**config.mk**
```make
export PLATFORM = sky130hd
export DESIGN_NAME = fixed_point_sat_round_flat
export DESIGN_NICKNAME = d
export VERILOG_FILES = /design/src/rtl/fixed_point_sat_round_if.sv /design/src/rtl/fixed_point_sat_round.sv /design/src/flat_wrapper.sv
export SDC_FILE = /design/constraint.sdc
export NUM_CORES = 1
export LEC_CHECK = 0
export BUFFER_PORTS_ARGS = -buffer_cell sky130_fd_sc_hd__buf_2
export CORE_UTILIZATION = 40
export DETAILED_ROUTE_END_ITERATION = 8
export PLACE_DENSITY = 0.65
export SLEW_MARGIN = 10
export SYNTH_ARGS = -nofsm -noshare
export SYNTH_HDL_FRONTEND = slang
export SYNTH_SLANG_ARGS = --single-unit
```
**constraint.sdc**
```tcl
create_clock -name clk -period 1.8 [get_ports clk]
set_input_delay 0.36 -clock clk [delete_from_list [all_inputs] [get_ports clk]]
set_output_delay 0.36 -clock clk [all_outputs]
set_load 0.005 [all_outputs]
```
**src/rtl/fixed_point_sat_round_if.sv**
```systemverilog
// Stream bundle for fixed_point_sat_round: the input word handshake and the output word handshake.
// The master drives words in and accepts results; the slave is the rounding/saturation block.
interface fixed_point_sat_round_if #(
    parameter int W_IN  = 18,
    parameter int W_OUT = 11
);
    logic             in_valid;
    logic             in_ready;
    logic [W_IN-1:0]  in_data;
    logic             in_overflow;
    logic             out_valid;
    logic             out_ready;
    logic [W_OUT-1:0] out_data;
    logic             out_sat;

    modport master (
        output in_valid, in_data, in_overflow, out_ready,
        input  in_ready, out_valid, out_data, out_sat
    );

    modport slave (
        input  in_valid, in_data, in_overflow, out_ready,
        output in_ready, out_valid, out_data, out_sat
    );
endinterface

```
**src/rtl/fixed_point_sat_round.sv**
```systemverilog
// Fixed-point narrowing: shift, saturate and buffer adder results, counting saturated words.
// Define FXP_ROUND_EN to round half up before the shift; otherwise the shift truncates toward -inf.
module fixed_point_sat_round #(
    parameter int IN_INT     = 4,
    parameter int IN_FRAC    = 14,
    parameter int OUT_INT    = 3,
    parameter int OUT_FRAC   = 8,
    parameter int FIFO_DEPTH = 4
) (
    input  logic                    clk,
    input  logic                    rst,
    fixed_point_sat_round_if.slave  bus,
    output logic [15:0]             sat_count,
    input  logic                    clear_count
);
    localparam int W_IN  = IN_INT + IN_FRAC;
    localparam int W_OUT = OUT_INT + OUT_FRAC;
    localparam int S     = IN_FRAC - OUT_FRAC;
    localparam int W1    = W_IN + 1;
    localparam int AW    = $clog2(FIFO_DEPTH);
    localparam int CW    = AW + 2;

    localparam logic signed [W1-1:0] SAT_MAX = W1'((1 << (W_OUT - 1)) - 1);
    localparam logic signed [W1-1:0] SAT_MIN = ~SAT_MAX;

    // One extra bit of headroom keeps the rounding bias from wrapping the most positive input.
    logic signed [W1-1:0] in_ext;
    logic signed [W1-1:0] in_biased;
    logic signed [W1-1:0] in_shifted;

`ifdef FXP_ROUND_EN
    localparam logic signed [W1-1:0] RND = W1'(1) << (S - 1);
`endif

    always_comb begin
        in_ext = {bus.in_data[W_IN-1], bus.in_data};
`ifdef FXP_ROUND_EN
        in_biased = in_ext + RND;
`else
        in_biased = in_ext;
`endif
        in_shifted = in_biased >>> S;
    end

    logic                 s1_valid;
    logic signed [W1-1:0] s1_data;
    logic                 s1_ovf;
    logic                 s2_valid;
    logic [W_OUT-1:0]     s2_data;
    logic                 s2_sat;

    logic [AW:0]          count;
    logic [AW-1:0]        wr_ptr;
    logic [AW-1:0]        rd_ptr;
    logic [CW-1:0]        occupancy;
    logic                 fifo_wr;
    logic                 fifo_rd;

    // Words still in the pipeline already own a FIFO slot, so they count toward the full limit.
    always_comb begin
        occupancy    = CW'(count) + CW'(s1_valid) + CW'(s2_valid);
        bus.in_ready = occupancy < CW'(FIFO_DEPTH);
        fifo_wr      = s2_valid;
        fifo_rd      = bus.out_valid && bus.out_ready;
    end

    always_ff @(posedge clk) begin
        if (rst) begin
            s1_valid <= 1'b0;
        end else begin
            s1_valid <= bus.in_valid && bus.in_ready;
        end
        s1_data <= in_shifted;
        s1_ovf  <= bus.in_overflow;
    end

    logic             clamp_hi;
    logic             clamp_lo;
    logic [W_OUT-1:0] clamp_val;

    always_comb begin
        clamp_hi  = s1_data > SAT_MAX;
        clamp_lo  = s1_data < SAT_MIN;
        clamp_val = s1_data[W_OUT-1:0];
        if (clamp_hi) begin
            clamp_val = SAT_MAX[W_OUT-1:0];
        end else if (clamp_lo) begin
            clamp_val = SAT_MIN[W_OUT-1:0];
        end
    end

    always_ff @(posedge clk) begin
        if (rst) begin
            s2_valid <= 1'b0;
        end else begin
            s2_valid <= s1_valid;
        end
        s2_data <= clamp_val;
        s2_sat  <= clamp_hi || clamp_lo || s1_ovf;
    end

    logic [W_OUT-1:0] mem_data [FIFO_DEPTH];
    logic             mem_sat  [FIFO_DEPTH];

    always_ff @(posedge clk) begin
        if (fifo_wr) begin
            mem_data[wr_ptr] <= s2_data;
            mem_sat[wr_ptr]  <= s2_sat;
        end
    end

    // in_ready guarantees no write into a full FIFO, so only the four read/write cases matter.
    always_ff @(posedge clk) begin
        if (rst) begin
            wr_ptr <= '0;
            rd_ptr <= '0;
            count  <= '0;
        end else begin
            if (fifo_wr) begin
                wr_ptr <= wr_ptr + AW'(1);
            end
            if (fifo_rd) begin
                rd_ptr <= rd_ptr + AW'(1);
            end
            case ({fifo_wr, fifo_rd})
                2'b10:   count <= count + (AW+1)'(1);
                2'b01:   count <= count - (AW+1)'(1);
                default: count <= count;
            endcase
        end
    end

    always_comb begin
        bus.out_valid = count != '0;
        bus.out_data  = bus.out_valid ? mem_data[rd_ptr] : '0;
        bus.out_sat   = bus.out_valid ? mem_sat[rd_ptr] : 1'b0;
    end

    always_ff @(posedge clk) begin
        if (rst || clear_count) begin
            sat_count <= '0;
        end else if (fifo_wr && s2_sat && sat_count != 16'hFFFF) begin
            sat_count <= sat_count + 16'd1;
        end
    end
endmodule

```
**src/flat_wrapper.sv**
```systemverilog
// flat-port wrapper written by rule: the top's interface ports become plain ports
module fixed_point_sat_round_flat 
#(
    parameter int IN_INT     = 4,
    parameter int IN_FRAC    = 14,
    parameter int OUT_INT    = 3,
    parameter int OUT_FRAC   = 8,
    parameter int FIFO_DEPTH = 4
)
  (clk, rst, sat_count, clear_count, bus_in_valid, bus_in_data, bus_in_overflow, bus_out_ready, bus_in_ready, bus_out_valid, bus_out_data, bus_out_sat);
  fixed_point_sat_round_if #(.W_IN(18), .W_OUT(11)) bus_i ();
  input  logic clk;
  input  logic rst;
  output logic [15:0] sat_count;
  input  logic clear_count;
  input wire logic [$bits(bus_i.in_valid)-1:0] bus_in_valid;
  input wire logic [$bits(bus_i.in_data)-1:0] bus_in_data;
  input wire logic [$bits(bus_i.in_overflow)-1:0] bus_in_overflow;
  input wire logic [$bits(bus_i.out_ready)-1:0] bus_out_ready;
  output wire logic [$bits(bus_i.in_ready)-1:0] bus_in_ready;
  output wire logic [$bits(bus_i.out_valid)-1:0] bus_out_valid;
  output wire logic [$bits(bus_i.out_data)-1:0] bus_out_data;
  output wire logic [$bits(bus_i.out_sat)-1:0] bus_out_sat;
  assign bus_i.in_valid = bus_in_valid;
  assign bus_i.in_data = bus_in_data;
  assign bus_i.in_overflow = bus_in_overflow;
  assign bus_i.out_ready = bus_out_ready;
  assign bus_in_ready = bus_i.in_ready;
  assign bus_out_valid = bus_i.out_valid;
  assign bus_out_data = bus_i.out_data;
  assign bus_out_sat = bus_i.out_sat;
  fixed_point_sat_round #(.IN_INT(IN_INT), .IN_FRAC(IN_FRAC), .OUT_INT(OUT_INT), .OUT_FRAC(OUT_FRAC), .FIFO_DEPTH(FIFO_DEPTH)) u_core (.clk(clk), .rst(rst), .bus(bus_i), .sat_count(sat_count), .clear_count(clear_count));
endmodule
```
==> flow_metrics.tcl, run 1 <==
set metrics [dict create \
    status "finished, violations left" \
    violations "negative setup slack" \
    fin_skew_ns 0.0109 \
    gp_congestion 0.768 \
    required_ns 1.44 \
    path_cells "buf_12, mux4_2, and2_4, buf_6" \
    final_hold_viol_count 0 \
    fin_cells 509 \
    cp_slowest_cell "mux4_2" \
    peakVddDrop_mv 0.483 \
    vias_per_cell 4.89 \
    fin_crit_sh_pct 113 \
    gr-total-overflow 0 \
    synthAdderAreaFrac_pct 2.81 \
    grt_pass1_wl_mm 11.3 \
    yosysUniqueCellTypes 42 \
    slowest_delay_ns 0.51 \
    crit_buf_inv 2 \
    synth_most_common_cell "dfxtp_1" \
    grt_max_degree 22 \
    hp-class "input pin to register" \
    synth-seq-cells 100 \
    routed_wirelength_mm 6.94 \
    die_height_um 99.9 \
    worstPathMaxFanout 6 \
    antenna_found_initial 0 \
    grt_usage_pct 14.9 \
    initial_utilization_pct 41.3 \
    worst-setup-path-type "register to primary output" \
    synth-simple-area-share_pct 14.1 \
    cts_root_buffer "clkbuf_8" \
    max_freq_mhz 493 \
    cts_buffers 9 \
    path_clk_slew_ns 0.10 \
    io_pins 54 \
    setup_viol 13 \
    p_per_area_nw_per_um2 1070 \
    dr_total_vias 2487 \
    drc 0 \
    fin_ws_ns -0.229 \
    finalNetCount 407 \
    synth_largest_area_cell "edfxtp_1" \
    maxCapViolCount 0 \
    rsz0062_at_grt "true" \
    core.rowCount 35 \
    place_inst 486 \
    antenna_cells 0 \
    synthTopCellsByCount "dfxtp_1 (52), edfxtp_1 (48), nor2_1 (23), nand2_1 (21), and2_1 (18)" \
    power_mw 5.17 \
    synthTopCellsByArea "edfxtp_1 (38%), dfxtp_1 (27%), mux4_2 (7.0%), and2_1 (2.9%), ha_1 (2.3%)" \
    htree_levels 3 \
    relSlewSlack_pct 58.3 \
    endpoint_kind "primary output" \
    hpwlAfterDp_mm 4.75 \
    syn_inst 294 \
    clock_sinks 100 \
    async_reset_ff_share_pct 0 \
    slew_violations 0 \
    yosysSeqAreaShare_pct 64.8 \
    routedWlPerCell_um 13.6 \
    synth_area_um2 3830 \
    cts_buffer_depth 2 \
    drtAntennaViolNets 0 \
    synth_edf_count 48 \
    synth_top_flop_cell "dfxtp_1" \
    synth_fp_nets 326 \
    synth_top_family_by_area "simple AND/OR/NAND/NOR gates" \
    min_period_ns 2.03 \
    cts_tree "done" \
    yosysWarningCount 0 \
    port_buffers 47 \
    synth_xor_area_share_pct 1.37 \
    die_w_um 99.9 \
    dieArea_um2 9980 \
    detailedRoute.firstPassIterationCount 4 \
    cpLargestDelayFamily "multiplexers" \
    clk_latency_ns 0.37 \
    synth_compound_area_share_pct 6.43 \
    grt_pass1_vias 2412 \
    synthToLayoutAreaGrowth_pct 25.6 \
    avgSynthCellArea_um2 13.0 \
    core_area_um2 9280 \
    drt_iter0_drc 113 \
    drive_gt1_share_pct 36.6 \
    tightest_slew_ns 0.625 \
    yosys.area.top_type_share_pct 37.6 \
    synth.mux.area_fraction_pct 8.09 \
    crit_path_start_kind "register" \
    leakagePower_nw 1.83 \
    cp_data_arrival_time_ns 1.67 \
]
==> layer usage <==
layer  vias to the layer above  share of wire (%)  global-route usage, %  routed length, um
li1                       1240                  -                      -                  -
met1                      1173                 46                   18.3               3160
met2                        63                 49                   24.7               3380
met3                        11                3.8                   2.65                267
met4                         0                2.0                   8.82                136
met5                         -                  0                      0                  0
==> flip-flops by register name (all words and copies together) (netlist names), named ones only <==
register / count
u_core.wr_ptr: 2
u_core.s1_valid: 1
u_core.fifo_wr: 1
u_core.rd_ptr: 2
u_core.mem_sat: 4
u_core.s2_sat: 1
u_core.s1_ovf: 1
u_core.sat_count: 16
u_core.count: 3
u_core.s2_data: 11
u_core.s1_data: 12
u_core.mem_data: 44
==> cell usage in the layout (no fill, tap or decap), types with 5 or more instances in the layout <==
cell type	instances
buf_2	41
and2_4	7
a21oi_1	10
or3_1	6
or4_1	5
buf_6	8
nand3_1	5
o21ai_0	13
clkbuf_8	9
nand4_1	7
and2_1	11
ha_1	5
dfxtp_1	48
nand2_1	21
inv_1	7
buf_4	33
edfxtp_1	48
mux4_2	12
nor2_1	21
==> logic make-up after synthesis <==
family	after synthesis
multiplexers	16
adder cells (fa/ha/maj)	8
AND/OR/NAND/NOR	102
buffers and inverters	22
flip-flops	100
XOR/XNOR	6
AO/OA/AOI/OAI	40
==> worst paths after layout <==
kind | start | end | slack (ns) | cells past startpoint
setup / recovery | register | bus_out_data[6] | -0.23 | 4
hold / removal | bus_in_data[13] | u_core.s1_data[7] | 0.09 | 1
setup reg to reg | u_core.count[0] | u_core.count[2] | -0.05 | 8
hold reg to reg | u_core.s1_ovf | u_core.s2_sat | 0.44 | 1
==> final cells by class <==
type                            count  area [um^2]
Tap cell                          129          161
Sequential cell                   100         2490
Clock inverter                      7         81.3
Timing Repair Buffer               84          591
Inverter                            8         30.0
Clock buffer                        9          124
Multi-Input combinational cell    172         1340
Fill cell                         823         4470
==> through the flow <==
step | hold slack (ns) | area, um^2 | utilization, % | setup slack (ns) | TNS, ns
6_report | 0.0914 | 4810 | 51.9 | -0.229 | -2.59
5_1_grt | 0.0737 | 4810 | 51.9 | -0.289 | -3.52
4_1_cts | 0.0800 | 4750 | 51.2 | -0.260 | -2.94
3_5_place_dp | 0.412 | 4430 | 47.7 | -0.00659 | -0.00659
3_3_place_gp | 0.425 | 4430 | 47.7 | 0.0291 | 0
2_1_floorplan | 0.386 | 3860 | - | 0.00912 | 0
==> repair_timing <==
action                                  4_1_cts  5_1_grt
gates resized for setup                      11       15
pin swaps                                    16        4
cloned                                        1        0
hold endpoints to repair                      0        0
hold buffers                                  0        0
setup buffers                                 6        0
endpoints found under the setup margin       14       25
==> where the power goes <==
part | internal (mW) | total, mW | leakage (nW) | switching, mW
Combinational | 0.719 | 1.16 | 0.867 | 0.437
Sequential | 2.50 | 2.59 | 0.863 | 0.0900
Clock | 0.564 | 1.42 | 0.104 | 0.860
Total | 3.78 | 5.17 | 1.83 | 1.39
Power figures use the tool's default switching activity.
==> run 2: changes to the inputs <==
--- a/config.mk
+++ b/config.mk
@@ -5,10 +5,10 @@
 export SDC_FILE = /design/constraint.sdc
 export NUM_CORES = 1
 export LEC_CHECK = 0
-export BUFFER_PORTS_ARGS = -buffer_cell sky130_fd_sc_hd__buf_2
 export CORE_UTILIZATION = 40
 export DETAILED_ROUTE_END_ITERATION = 8
-export PLACE_DENSITY = 0.65
+export DONT_BUFFER_PORTS = 1
+export PLACE_DENSITY = 0.6
 export SLEW_MARGIN = 10
 export SYNTH_ARGS = -nofsm -noshare
 export SYNTH_HDL_FRONTEND = slang
==> run 2 against run 1 <==
Net effect:
- the flow still finishes with violations (negative setup slack)
- die area unchanged
- non-clock buffer count shrank 36
- largest power group unchanged
- clock skew about the same
- critical endpoint is now bus_out_data[2]
- cell count is 7.1% lower
- hold slack got worse by 0.045 ns
==> flow_metrics.tcl, run 2 (synthesis results as in run 1) <==
set metrics [dict create \
    fin_ws_ns -0.111 \
    htree_levels 3 \
    dpl_cell_area_um2 4240 \
    worst-setup-path-type "register to primary output" \
    reg_top3 "u_core.mem_data: 44 flops, u_core.sat_count: 16 flops, u_core.s1_data: 12 flops" \
    leakagePower_nw 1.66 \
    p_per_area_nw_per_um2 1050 \
    fillers 837 \
    core.rowCount 35 \
    peakVddDrop_mv 0.462 \
    gr-total-overflow 0 \
    rsz0062_at_grt "true" \
    cp_data_arrival_time_ns 1.55 \
    worstPathMaxFanout 5 \
    drc 0 \
    port_buffers 0 \
    min_to "u_core.count[2]" \
    min_delay_path_depth 1 \
    gp_congestion 0.806 \
    whs_ns 0.0465 \
    final_cell_mix "edfxtp_1 (48), dfxtp_1 (47), buf_4 (30), nor2_1 (21), nand2_1 (21)" \
    hp-class "input pin to register" \
    path_clk_slew_ns 0.10 \
    hold_path_startpoint "rst" \
    antenna_found_initial 0 \
    fin_crit_sh_pct 106 \
    routedWlPerCell_um 14.8 \
    vias_per_cell 5.01 \
    grt_pass1_vias 2272 \
    pwr-share-comb_pct 19.0 \
    endpoint_kind "primary output" \
    die_height_um 99.9 \
    violations "negative setup slack" \
    dieArea_um2 9980 \
    status "finished, violations left" \
    r2r_setup_slack_ns -0.02 \
    largest_reg_flops 44 \
    p_int_mw 3.57 \
    grt_max_degree 22 \
    routedLengthMet1_mm 3.35 \
    fin_skew_ns 0.0113 \
    finalNetCount 371 \
    final_common_cell "edfxtp_1" \
    regArea_um2 2490 \
    io_pins 54 \
    max_freq_mhz 523 \
    final_hold_viol_count 0 \
    detailedRoute.firstPassIterationCount 4 \
    clk_latency_ns 0.36 \
    cts_buffers 9 \
    dp_slack_ns -0.00684 \
    detailroute.wirelength.met3_um 342 \
    seqPwrFrac_pct 52.9 \
    clkPwrFrac_pct 28.0 \
    timing.rr.start "u_core.count[0]" \
    routed_wirelength_mm 6.99 \
    cts_buffer_depth 2 \
    antenna_cells 0 \
    fin_cells 473 \
    routed.top_layer "met4" \
    place_inst 443 \
    stdcell_area_um2 4650 \
    die_w_um 99.9 \
    relSlewSlack_pct 57.4 \
    grt_pass1_wl_mm 11.1 \
    cts_tree "done" \
    dr_total_vias 2368 \
    setup_viol 13 \
    cts_setup_buffers 0 \
    cts_root_buffer "clkbuf_8" \
    top_register "u_core.mem_data" \
    grt_usage_pct 14.7 \
    drive_gt1_share_pct 27.9 \
    crit_path_start_kind "register" \
    r2r-end "u_core.count[2]" \
    core_area_um2 9280 \
    drtAntennaViolNets 0 \
    maxCapViolCount 0 \
    hpwlAfterDp_mm 4.80 \
    synthToLayoutAreaGrowth_pct 21.2 \
    min_period_ns 1.91 \
    multi_input_area_um2 1350 \
    tightest_slew_ns 0.638 \
    power_switching_mw 1.29 \
    r2r_cells 8 \
    clock_sinks 100 \
    p_sw_share_pct 26.6 \
    slew_violations 0 \
    drt_iter0_drc 89 \
    required_ns 1.44 \
    initial_utilization_pct 41.3 \
    dr_wl_met2_mm 3.20 \
]
run 2: worst max-delay path by stage:
stage / startpoint / endpoint / cells past startpoint / slack [ns]
detailed placement: u_core.count[0] / u_core.count[2] / 8 / -0.007
global placement: u_core.count[0] / u_core.count[2] / 8 / 0.03
finish: register / bus_out_data[2] / 3 / -0.11
global route: register / bus_out_data[2] / 3 / -0.17
floorplan: u_core.count[0] / u_core.count[2] / 8 / 0.009
CTS: register / bus_out_data[2] / 3 / -0.14
run 2: what timing repair did:
item / in CTS / in global routing
hold buffers: 10 / 3
pin swaps: 10 / 2
endpoints found under the setup margin: 14 / 28
gates resized for setup: 18 / 9
endpoints found under the hold margin: 10 / 3
gates cloned: 0 / 1
run 2: final cells by class:
class,count,area share [%]
Clock buffer,9,2.66
Tap cell,129,3.47
Timing Repair Buffer,48,9.18
Sequential cell,100,53.5
Inverter,8,0.646
Multi-Input combinational cell,172,29.1
Clock inverter,7,1.43
run 2: worst max-delay path: stages (launching register included):
cell and delay [ns]:
dfxtp_2 0.37, buf_6 0.14, mux4_2 0.53, and2_4 0.16
run 2: power groups by stage:
stage	Combinational [mW]	Sequential, mW	Clock, mW
final	0.926	2.57	1.36
after global routing	1.03	2.59	1.49
after CTS	0.942	2.57	1.41
after detailed placement	0.780	2.62	0
after global placement	0.769	2.61	0
after floorplan	0.581	2.60	0
run 2: metrics by stage:
| stage | total power, mW | setup TNS, ns | utilization, % |
|---|---|---|---|
| 3_3_place_gp | 3.38 | 0 | 45.6 |
| 5_1_grt | 5.11 | -1.89 | 50.1 |
| 3_5_place_dp | 3.40 | -0.00684 | 45.6 |
| 6_report | 4.86 | -1.03 | 50.1 |
| 4_1_cts | 4.93 | -1.42 | 49.4 |
| 2_1_floorplan | 3.18 | 0 | - |
run 2: metal layers:
layer / vias up / global-route usage, %
met5: - / 0
met4: 0 / 7.47
met3: 8 / 3.41
met2: 62 / 22.1
met1: 1131 / 20.2
li1: 1167 / -
